==> config.mk <==
export PLATFORM = sky130hd
export DESIGN_NAME = shift_add_mult_ctrl
export DESIGN_NICKNAME = d
export VERILOG_FILES = /design/src/rtl/shift_add_mult_ctrl.sv
export SDC_FILE = /design/constraint.sdc
export NUM_CORES = 1
export LEC_CHECK = 0
export CAP_MARGIN = 20
export CORE_AREA = 5 5 63 65
export DETAILED_ROUTE_END_ITERATION = 16
export DIE_AREA = 0 0 68 70
export PLACE_DENSITY = 0.73
export SKIP_CTS_REPAIR_TIMING = 1
export SLEW_MARGIN = 0
export SYNTH_ARGS = -nofsm -noshare
export SYNTH_HDL_FRONTEND = slang
export SYNTH_SLANG_ARGS = --single-unit
==> constraint.sdc <==
create_clock -name clk_i -period 2.39 [get_ports clk_i]
set_input_delay 0.478 -clock clk_i [delete_from_list [all_inputs] [get_ports clk_i]]
set_output_delay 0.478 -clock clk_i [all_outputs]
set_load 0.03 [all_outputs]
==> src/rtl/shift_add_mult_ctrl.sv <==
// Shift-and-add multiplier controller driving an external combinational left-shifter.
// One partial product per cycle; product_o is valid with a one-cycle done_o pulse WIDTH+1 cycles after start.
module shift_add_mult_ctrl #(
  parameter int WIDTH = 4
) (
  input  logic               clk_i,
  input  logic               rst_i,
  input  logic               start_i,
  input  logic [WIDTH-1:0]   a_i,
  input  logic [WIDTH-1:0]   b_i,
  output logic [WIDTH-1:0]   shf_a_o,
  output logic [WIDTH-1:0]   shf_b_o,
  input  logic [2*WIDTH-1:0] shf_c_i,
  output logic               busy_o,
  output logic               done_o,
  output logic [2*WIDTH-1:0] product_o
);

  typedef enum logic [1:0] {
    S_IDLE = 2'd0,
    S_RUN  = 2'd1,
    S_DONE = 2'd2
  } state_t;

  state_t             state_q, state_d;
  logic [WIDTH-1:0]   a_q, a_d;
  logic [WIDTH-1:0]   k_q, k_d;
  logic [WIDTH-1:0]   m_q, m_d;
  logic [2*WIDTH-1:0] acc_q, acc_d;
  logic [2*WIDTH-1:0] prod_q, prod_d;
  logic               done_q, done_d;
  logic               busy_q, busy_d;

  logic [WIDTH-1:0]   m_shr;
  logic [2*WIDTH-1:0] acc_sum;
  logic               last_k;

  // Multiplier bit k selects whether the shifter's a<<k term is accumulated.
  assign m_shr   = m_q >> k_q;
  assign acc_sum = m_shr[0] ? (acc_q + shf_c_i) : acc_q;
  assign last_k  = (k_q == WIDTH'(WIDTH - 1));

  always_comb begin
    state_d = state_q;
    a_d     = a_q;
    k_d     = k_q;
    m_d     = m_q;
    acc_d   = acc_q;
    prod_d  = prod_q;
    done_d  = 1'b0;
    unique case (state_q)
      S_IDLE: begin
        if (start_i) begin
          a_d     = a_i;
          m_d     = b_i;
          acc_d   = '0;
          k_d     = '0;
          state_d = S_RUN;
        end
      end
      S_RUN: begin
        acc_d = acc_sum;
        if (last_k) begin
          // Product lands on the DONE-entry edge so it is valid alongside done_o.
          prod_d  = acc_sum;
          done_d  = 1'b1;
          state_d = S_DONE;
        end else begin
          k_d = k_q + WIDTH'(1);
        end
      end
      S_DONE: begin
        state_d = S_IDLE;
      end
      default: begin
        state_d = S_IDLE;
      end
    endcase
    busy_d = (state_d != S_IDLE);
  end

  always_ff @(posedge clk_i) begin
    if (rst_i) begin
      state_q <= S_IDLE;
      a_q     <= '0;
      k_q     <= '0;
      m_q     <= '0;
      acc_q   <= '0;
      prod_q  <= '0;
      done_q  <= 1'b0;
      busy_q  <= 1'b0;
    end else begin
      state_q <= state_d;
      a_q     <= a_d;
      k_q     <= k_d;
      m_q     <= m_d;
      acc_q   <= acc_d;
      prod_q  <= prod_d;
      done_q  <= done_d;
      busy_q  <= busy_d;
    end
  end

  assign shf_a_o   = a_q;
  assign shf_b_o   = k_q;
  assign busy_o    = busy_q;
  assign done_o    = done_q;
  assign product_o = prod_q;

endmodule

Yosys cells after proc, flatten, opt, wreduce, memory -nomap -nowiden
Cells that the tools add are included.

Bits in registers: 32. Input bits: 19. Output and inout port bits: 18. Word-level logic and storage cells: 34.

$add $sub $neg: 2. Equality and inequality tests: 4. Shift-type cells: 1. Mux-type cells: 10. Bitwise gates (word level): 1. Reduce and logical (&&, ||, !) cells: 8.

Operators by type and width (count): $mux 8 (2); $pmux 8 s2 (1); $add 8x8->8 (1); $mux 4 (2); $pmux 4 s2 (1); $reduce_and 2->1 (3); $add 4x1->4 const B (1); $eq 4x2->1 const B (1); $mux 2 (2); $ne 2x2->1 const B (2); $pmux 2 s2 (1); $reduce_bool 2->1 (2); $shr 4x4->1 (1); $reduce_and 3->1 (1); $eq 2x1->1 const B (1); $logic_not 2->1 (1); $reduce_or 2->1 (1); $mux 1 (1); $not 1->1 (1).

Longest topological paths before layout
Gate-level depths: netlist of the first run.

Depth after elaboration: 4. Depth in mapped cells: 7. Gate-level depth less buffers: 7.

Worst setup path after synthesis of the first run
No wires, ideal clock.

Path kind: input to register. Start point: input port shf_c_i[0]. End point: register prod_q[6], in the netlist product_o[6]. Library setup time: 124 ps. Arrival: 1844 ps. Required time: 2266 ps. Slack: 422 ps. Stages on the path: 7. Buffers on the path: 0. Path through: ha_1 -> fa_1 -> a211oi_1 -> o21bai_1 -> a21oi_1 -> xor2_1 -> o21ai_0.

Word-level cells in the longest chain between the ends: 2.

Ends and longest elaborated chain: start: declaration (RTL line 13) `input logic [2*WIDTH-1:0] shf_c_i,`; $add 8x8->8 (RTL line 40) `assign acc_sum = m_shr[0] ? (acc_q + shf_c_i) : acc_q;`; $mux 8 (RTL line 40); end signal: assignment (RTL line 98) `prod_q <= prod_d;`; end: declaration (RTL line 30) `logic [2*WIDTH-1:0] prod_q, prod_d;`.

Every way passes these cells. A chain may end at the register's enable or synchronous reset.

Worst setup path in the final report of the first run
Start point: input port shf_c_i[0]. End point: register acc_q[6].

Word-level cells in the longest chain between the ends: 3.

Ends and longest elaborated chain: $add 8x8->8 (RTL line 40); $mux 8 (RTL line 40); $pmux 8 s2 (RTL line 51) `unique case (state_q)`; end signal: assignment (RTL line 88) `acc_q <= '0;`; end signal: assignment (RTL line 97) `acc_q <= acc_d;`; end: declaration (RTL line 29) `logic [2*WIDTH-1:0] acc_q, acc_d;`.

Every way passes these cells.

==> results.json, run 1 <==
{
  "final_cell_mix": "clkdlybuf4s50_1 (36), dfxtp_1 (32), nor2_1 (23)",
  "power.density_mw_per_mm2": 561,
  "power_frac_comb_pct": 15.3,
  "dp_hpwl_um": 2640,
  "syn2layout_area_growth_pct": 32.3,
  "drtIter0Drc": 57,
  "clock_path_buffers": 2,
  "dpl.cell_count": 248,
  "die_area_mm2": 0.00476,
  "ys_ff_latch": 32,
  "cp_top_family": "compound AO/OA/AOI/OAI gates",
  "fmax_mhz": 468,
  "ir_drop_mv": 0.364,
  "synthTopCellsByArea": "dfxtp_1 (41%), ha_1 (6.5%), mux2i_1 (6.5%), nor2_1 (5.6%), nand2_1 (3.6%)",
  "synthCells": 166,
  "slowest_delay_ns": 0.40,
  "die_h_um": 70,
  "synth_flop_cell": "dfxtp_1",
  "fp.dieW_um": 68,
  "fin_cells": 256,
  "reg2reg_depth": 5,
  "whs_endpoint": "shf_a_o[0]$_SDFFE_PP0P_",
  "cts_tree": "done",
  "synth_edf_count": 0,
  "drc": 0,
  "overflow": 0,
  "fin_crit_ns": 2.14,
  "core-area_mm2": 0.00328,
  "rsz0062_at_grt": "false",
  "timing.rr.end": "acc_q[4]$_SDFFE_PP0P_",
  "yosysTopAreaCell": "dfxtp_1",
  "criticalPathCategory": "input port to flop",
  "n_antenna_cell": 0,
  "io-pin-count": 37,
  "seqPwrFrac_pct": 48.7,
  "drt-vias-per-instance": 5.41,
  "leakage_nw": 0.789,
  "period_share_pct": 89.4,
  "power.switching_mw": 0.297,
  "critPathCaptureType": "flop",
  "worst-r2r-setup-slack_ns": 0.46,
  "worst_pin_slew_ns": 0.521,
  "setup_slack_ns": 0.254,
  "finalSetupViolCount": 0,
  "drive_gt1_share_pct": 9.52,
  "r2r-start": "shf_b_o[0]$_SDFFE_PP0P_",
  "place_ws_ns": -0.0908,
  "cts_made_buffers": 5,
  "hold_violations": 0,
  "total_power_mw": 1.15,
  "clk_pin_slew_ns": 0.10,
  "status": "complete, no violations",
  "rows": 21,
  "crit_required_ns": 2.65,
  "gp_congestion": 0.778,
  "min_from": "shf_a_o[0]$_SDFFE_PP0P_",
  "grtUsageTotal_pct": 16.9,
  "startpoint_type": "input port",
  "drv_cap": 0,
  "path_buf_inv": 1,
  "min_path_type": "flop to flop",
  "power_frac_clock_pct": 36.0,
  "cp_cell_sequence": "clkdlybuf4s50_1 > ha_1 > fa_1 > a211oi_1 > o21bai_1 > a21oi_1 > xor2_1 > o31ai_1",
  "p_sw_share_pct": 25.8,
  "clock-sinks": 32,
  "nets": 237,
  "ys_warn_count": 0,
  "io_buffers": 36,
  "grt_pass1_wl_um": 6050,
  "ant_nets": 0,
  "grt_max_degree": 27,
  "slew_headroom_pct": 65.0,
  "netlist_area_mm2": 0.00155,
  "p_int_mw": 0.852,
  "async_flop_share_pct": 0,
  "synth_sequential_area_ratio_pct": 41.4,
  "drv_slew": 0,
  "cts_max_level": 2,
  "insertion_delay_ns": 0.34,
  "fin_skew_ns": 0.00422,
  "mostFrequentLayoutCell": "clkdlybuf4s50_1",
  "synth_fp_nets": 194,
  "holdPathStages": 2,
  "worstPathArrival_ns": 2.39,
  "wl_per_cell_um": 14.3,
  "synth_top_area_share_pct": 41.4,
  "initial_core_util_pct": 47.1,
  "synth.distinct_cells": 39,
  "antenna_found_initial": 0,
  "postSynthAreaPerCell_um2": 9.32,
  "dr.pass1.iters": 4,
  "crit_slowest_cell": "clkdlybuf4s50_1",
  "grt_pass1_vias": 1345,
  "dr_total_vias": 1386,
  "cts_root_buf": "clkbuf_4",
  "routed_wl_um": 3650,
  "path_max_fanout": 2
}
## area by class of cell
cell class	count	area, um2
fillers	300	1240
multi-input cells	126	858
flip-flops and latches	32	641
repair buffers	42	405
well taps	46	57.6
clock buffers	6	41.3
clock inverters	2	35.0
inverters	2	7.51
## stage by stage
step	instance area (um2)	util, %	hold WS [ns]	setup TNS (ns)
floorplan	1550	-	0.455	0
global placement	1970	60.0	0.472	-0.115
detailed placement	1970	60.0	0.486	-0.390
CTS	2050	62.3	0.506	0
global route	2050	62.3	0.535	0
finish	2050	62.3	0.506	0
## synthesized netlist by cell type (all sizes together), types with 2 or more instances
library cell,instances
xor2,6
a211oi,3
a21oi,10
nand2b,3
nand3,3
nor3,3
buf,3
o21bai,2
dfxtp,32
o31ai,3
a32oi,2
xnor2,2
nor2,23
nor3b,2
ha,8
mux2i,10
o21ai,8
a21o,2
a22oi,5
nand2,16
a31oi,4
clkbuf,3
## power by group through the flow
stage | sequential (mW) | clock [mW] | combinational (mW)
finish | 0.560 | 0.414 | 0.175
global route | 0.563 | 0.443 | 0.190
CTS | 0.560 | 0.419 | 0.175
detailed placement | 0.572 | 0 | 0.174
global placement | 0.571 | 0 | 0.171
floorplan | 0.584 | 0 | 0.0929
## cell families after synthesis
group | Yosys count | share of synthesized area (%)
buffers and inverters | 8 | 3.40
AND/OR/NAND/NOR | 55 | 16.3
AO/OA/AOI/OAI | 43 | 18.7
XOR/XNOR | 8 | 4.53
adder cells (fa/ha/maj) | 9 | 7.77
multiplexers | 11 | 7.93
flip-flops | 32 | 41.4
## registers in the layout, indices dropped and copies added, names as in the netlist
signal,count
done_o,1
state_q,2
busy_o,1
shf_a_o,4
shf_b_o,4
m_q,4
product_o,8
acc_q,8
## layer usage
| metal | part of all wire (%) | up-vias | track usage, % |
|---|---|---|---|
| met1 | 44 | 653 | 20.4 |
| met5 | 0 | - | 0 |
| met2 | 47 | 39 | 25.8 |
| met4 | 2.9 | 0 | 11.5 |
| li1 | - | 687 | - |
| met3 | 6.1 | 7 | 3.85 |
## worst register-to-register path: stages (launching register included)
cell and delay [ns]:
dfxtp_1 0.45, mux4_2 0.61, nand2_1 0.23, a21o_1 0.33, a22oi_1 0.14, nor2_1 0.11
## how the worst max path moves through the flow
stage	start	end	slack (ns)	cells after the start
after detailed placement	shf_c_i[0]	acc_q[6]$_SDFFE_PP0P_	-0.09	8
after global placement	shf_c_i[0]	product_o[6]$_SDFFE_PP0P_	-0.05	8
after CTS	shf_c_i[0]	acc_q[6]$_SDFFE_PP0P_	0.26	8
after global routing	shf_c_i[0]	acc_q[6]$_SDFFE_PP0P_	0.08	8
after floorplan	shf_c_i[0]	product_o[6]$_SDFFE_PP0P_	0.42	7
final	shf_c_i[0]	acc_q[6]$_SDFFE_PP0P_	0.25	8
Power figures use the tool's default switching activity.
==> inputs of run 2 (changes only) <==
--- a/config.mk
+++ b/config.mk
@@ -5,6 +5,7 @@
 export SDC_FILE = /design/constraint.sdc
 export NUM_CORES = 1
 export LEC_CHECK = 0
+export ABC_AREA = 0
 export CAP_MARGIN = 20
 export CORE_AREA = 5 5 63 65
 export DETAILED_ROUTE_END_ITERATION = 16
==> results of run 2 <==
Final layout, timing and power as in run 1 (identical DEF).
==> inputs of run 3 (changes only) <==
--- a/config.mk
+++ b/config.mk
@@ -8,6 +8,7 @@
 export ABC_AREA = 0
 export CAP_MARGIN = 20
 export CORE_AREA = 5 5 63 65
+export CTS_BUF_LIST = sky130_fd_sc_hd__clkbuf_4 sky130_fd_sc_hd__clkbuf_8 sky130_fd_sc_hd__clkbuf_16
 export DETAILED_ROUTE_END_ITERATION = 16
 export DIE_AREA = 0 0 68 70
 export PLACE_DENSITY = 0.73
==> run 3 against run 2 <==
Net effect: global-route usage about the same; highest routed layer unchanged; critical path depth unchanged; register-to-register slack barely moved.
==> results.json, run 3 (synthesis gave the netlist of run 1 again) <==
{
  "setup_slack_ns": 0.260,
  "ant_nets": 0,
  "n_antenna_cell": 0,
  "final_util_pct": 62.4,
  "die_h_um": 70,
  "clock_path_buffers": 2,
  "drv_cap": 0,
  "holdWs_ns": 0.504,
  "path_max_fanout": 2,
  "r2r-start": "shf_b_o[0]$_SDFFE_PP0P_",
  "rsz0062_at_grt": "false",
  "period_share_pct": 89.1,
  "status": "complete, no violations",
  "worstPathArrival_ns": 2.39,
  "gp_congestion": 0.778,
  "syn2layout_area_growth_pct": 32.5,
  "initial_core_util_pct": 47.1,
  "fp.dieW_um": 68,
  "antenna_found_initial": 0,
  "total_power_mw": 1.16,
  "dr_total_vias": 1371,
  "io-pin-count": 37,
  "drc": 0,
  "wl_per_cell_um": 14.2,
  "cts_tree": "done",
  "worst_pin_slew_ns": 0.523,
  "die_area_mm2": 0.00476,
  "finalSetupViolCount": 0,
  "mostFrequentLayoutCell": "clkdlybuf4s50_1",
  "startpoint": "shf_c_i[0]",
  "drive_gt1_share_pct": 10.0,
  "fin_crit_ns": 2.13,
  "criticalPathCategory": "input port to flop",
  "dp_hpwl_um": 2640,
  "io_buffers": 36,
  "insertion_delay_ns": 0.34,
  "slew_headroom_pct": 64.9,
  "overflow": 0,
  "crit_required_ns": 2.65,
  "grt_pass1_wl_um": 6070,
  "grt_max_degree": 27,
  "finalInstanceArea_mm2": 0.00205,
  "cts_root_buf": "clkbuf_4",
  "fillers": 302,
  "leakage_nw": 0.793,
  "grt_pass1_vias": 1340,
  "critPathCaptureType": "flop",
  "power.density_mw_per_mm2": 565,
  "min_path_type": "flop to flop",
  "placed_cell_area_mm2": 0.00197,
  "min_from": "acc_q[6]$_SDFFE_PP0P_",
  "ir_drop_mv": 0.364,
  "cts_max_level": 2,
  "regArea_um2": 641,
  "multiInputGateArea_um2": 858,
  "routed_wl_um": 3640,
  "core-area_mm2": 0.00328,
  "rows": 21,
  "clk_pin_slew_ns": 0.10,
  "startpoint_type": "input port",
  "hold_violations": 0,
  "dpl.cell_count": 248,
  "place_ws_ns": -0.0908,
  "setup_tns_ns": 0,
  "fmax_mhz": 470,
  "fin_skew_ns": 0.00456,
  "fin_cells": 256,
  "dr.pass1.iters": 4,
  "final_cell_mix": "clkdlybuf4s50_1 (36), dfxtp_1 (32), nor2_1 (23)",
  "clock-sinks": 32,
  "grtUsageTotal_pct": 16.9,
  "drt-vias-per-instance": 5.36,
  "nets": 237,
  "drtIter0Drc": 52,
  "drv_slew": 0,
  "cts_made_buffers": 5
}
## run 3: cell type report
| type | instances | area share, % |
|---|---|---|
| Inverter | 2 | 0.366 |
| Timing Repair Buffer | 42 | 19.8 |
| Clock buffer | 6 | 2.20 |
| Clock inverter | 2 | 1.71 |
| Sequential cell | 32 | 31.3 |
| Tap cell | 46 | 2.81 |
| Multi-Input combinational cell | 126 | 41.9 |
## run 3: worst paths after layout
path / endpoint / slack, ns / cells after the start
worst max-delay path: acc_q[6]$_SDFFE_PP0P_ / 0.26 / 8
worst min-delay path: acc_q[6]$_SDFFE_PP0P_ / 0.50 / 2
worst max register to register: acc_q[4]$_SDFFE_PP0P_ / 0.46 / 5
worst min register to register: acc_q[6]$_SDFFE_PP0P_ / 0.50 / 2
## run 3: critical path: stages
cell and delay [ns]:
clkdlybuf4s50_1 0.40, ha_1 0.22, fa_1 0.40, a211oi_1 0.25, o21bai_1 0.12, a21oi_1 0.19
xor2_1 0.10, o31ai_1 0.24
## run 3: where the power goes
group / total [mW] / switching [mW] / leakage [nW] / internal (mW)
registers: 0.560 / 0.0113 / 0.260 / 0.548
clock network: 0.423 / 0.193 / 0.0456 / 0.230
logic: 0.175 / 0.0904 / 0.487 / 0.0842
## run 3: layer usage
layer,routed length [um],up-vias,track usage (%),share of wire (%)
met5,0,-,0,0
li1,-,687,-,-
met1,1600,640,20.8,44
met4,107,0,11.5,2.9
met3,215,7,3.85,5.9
met2,1720,37,25.6,47
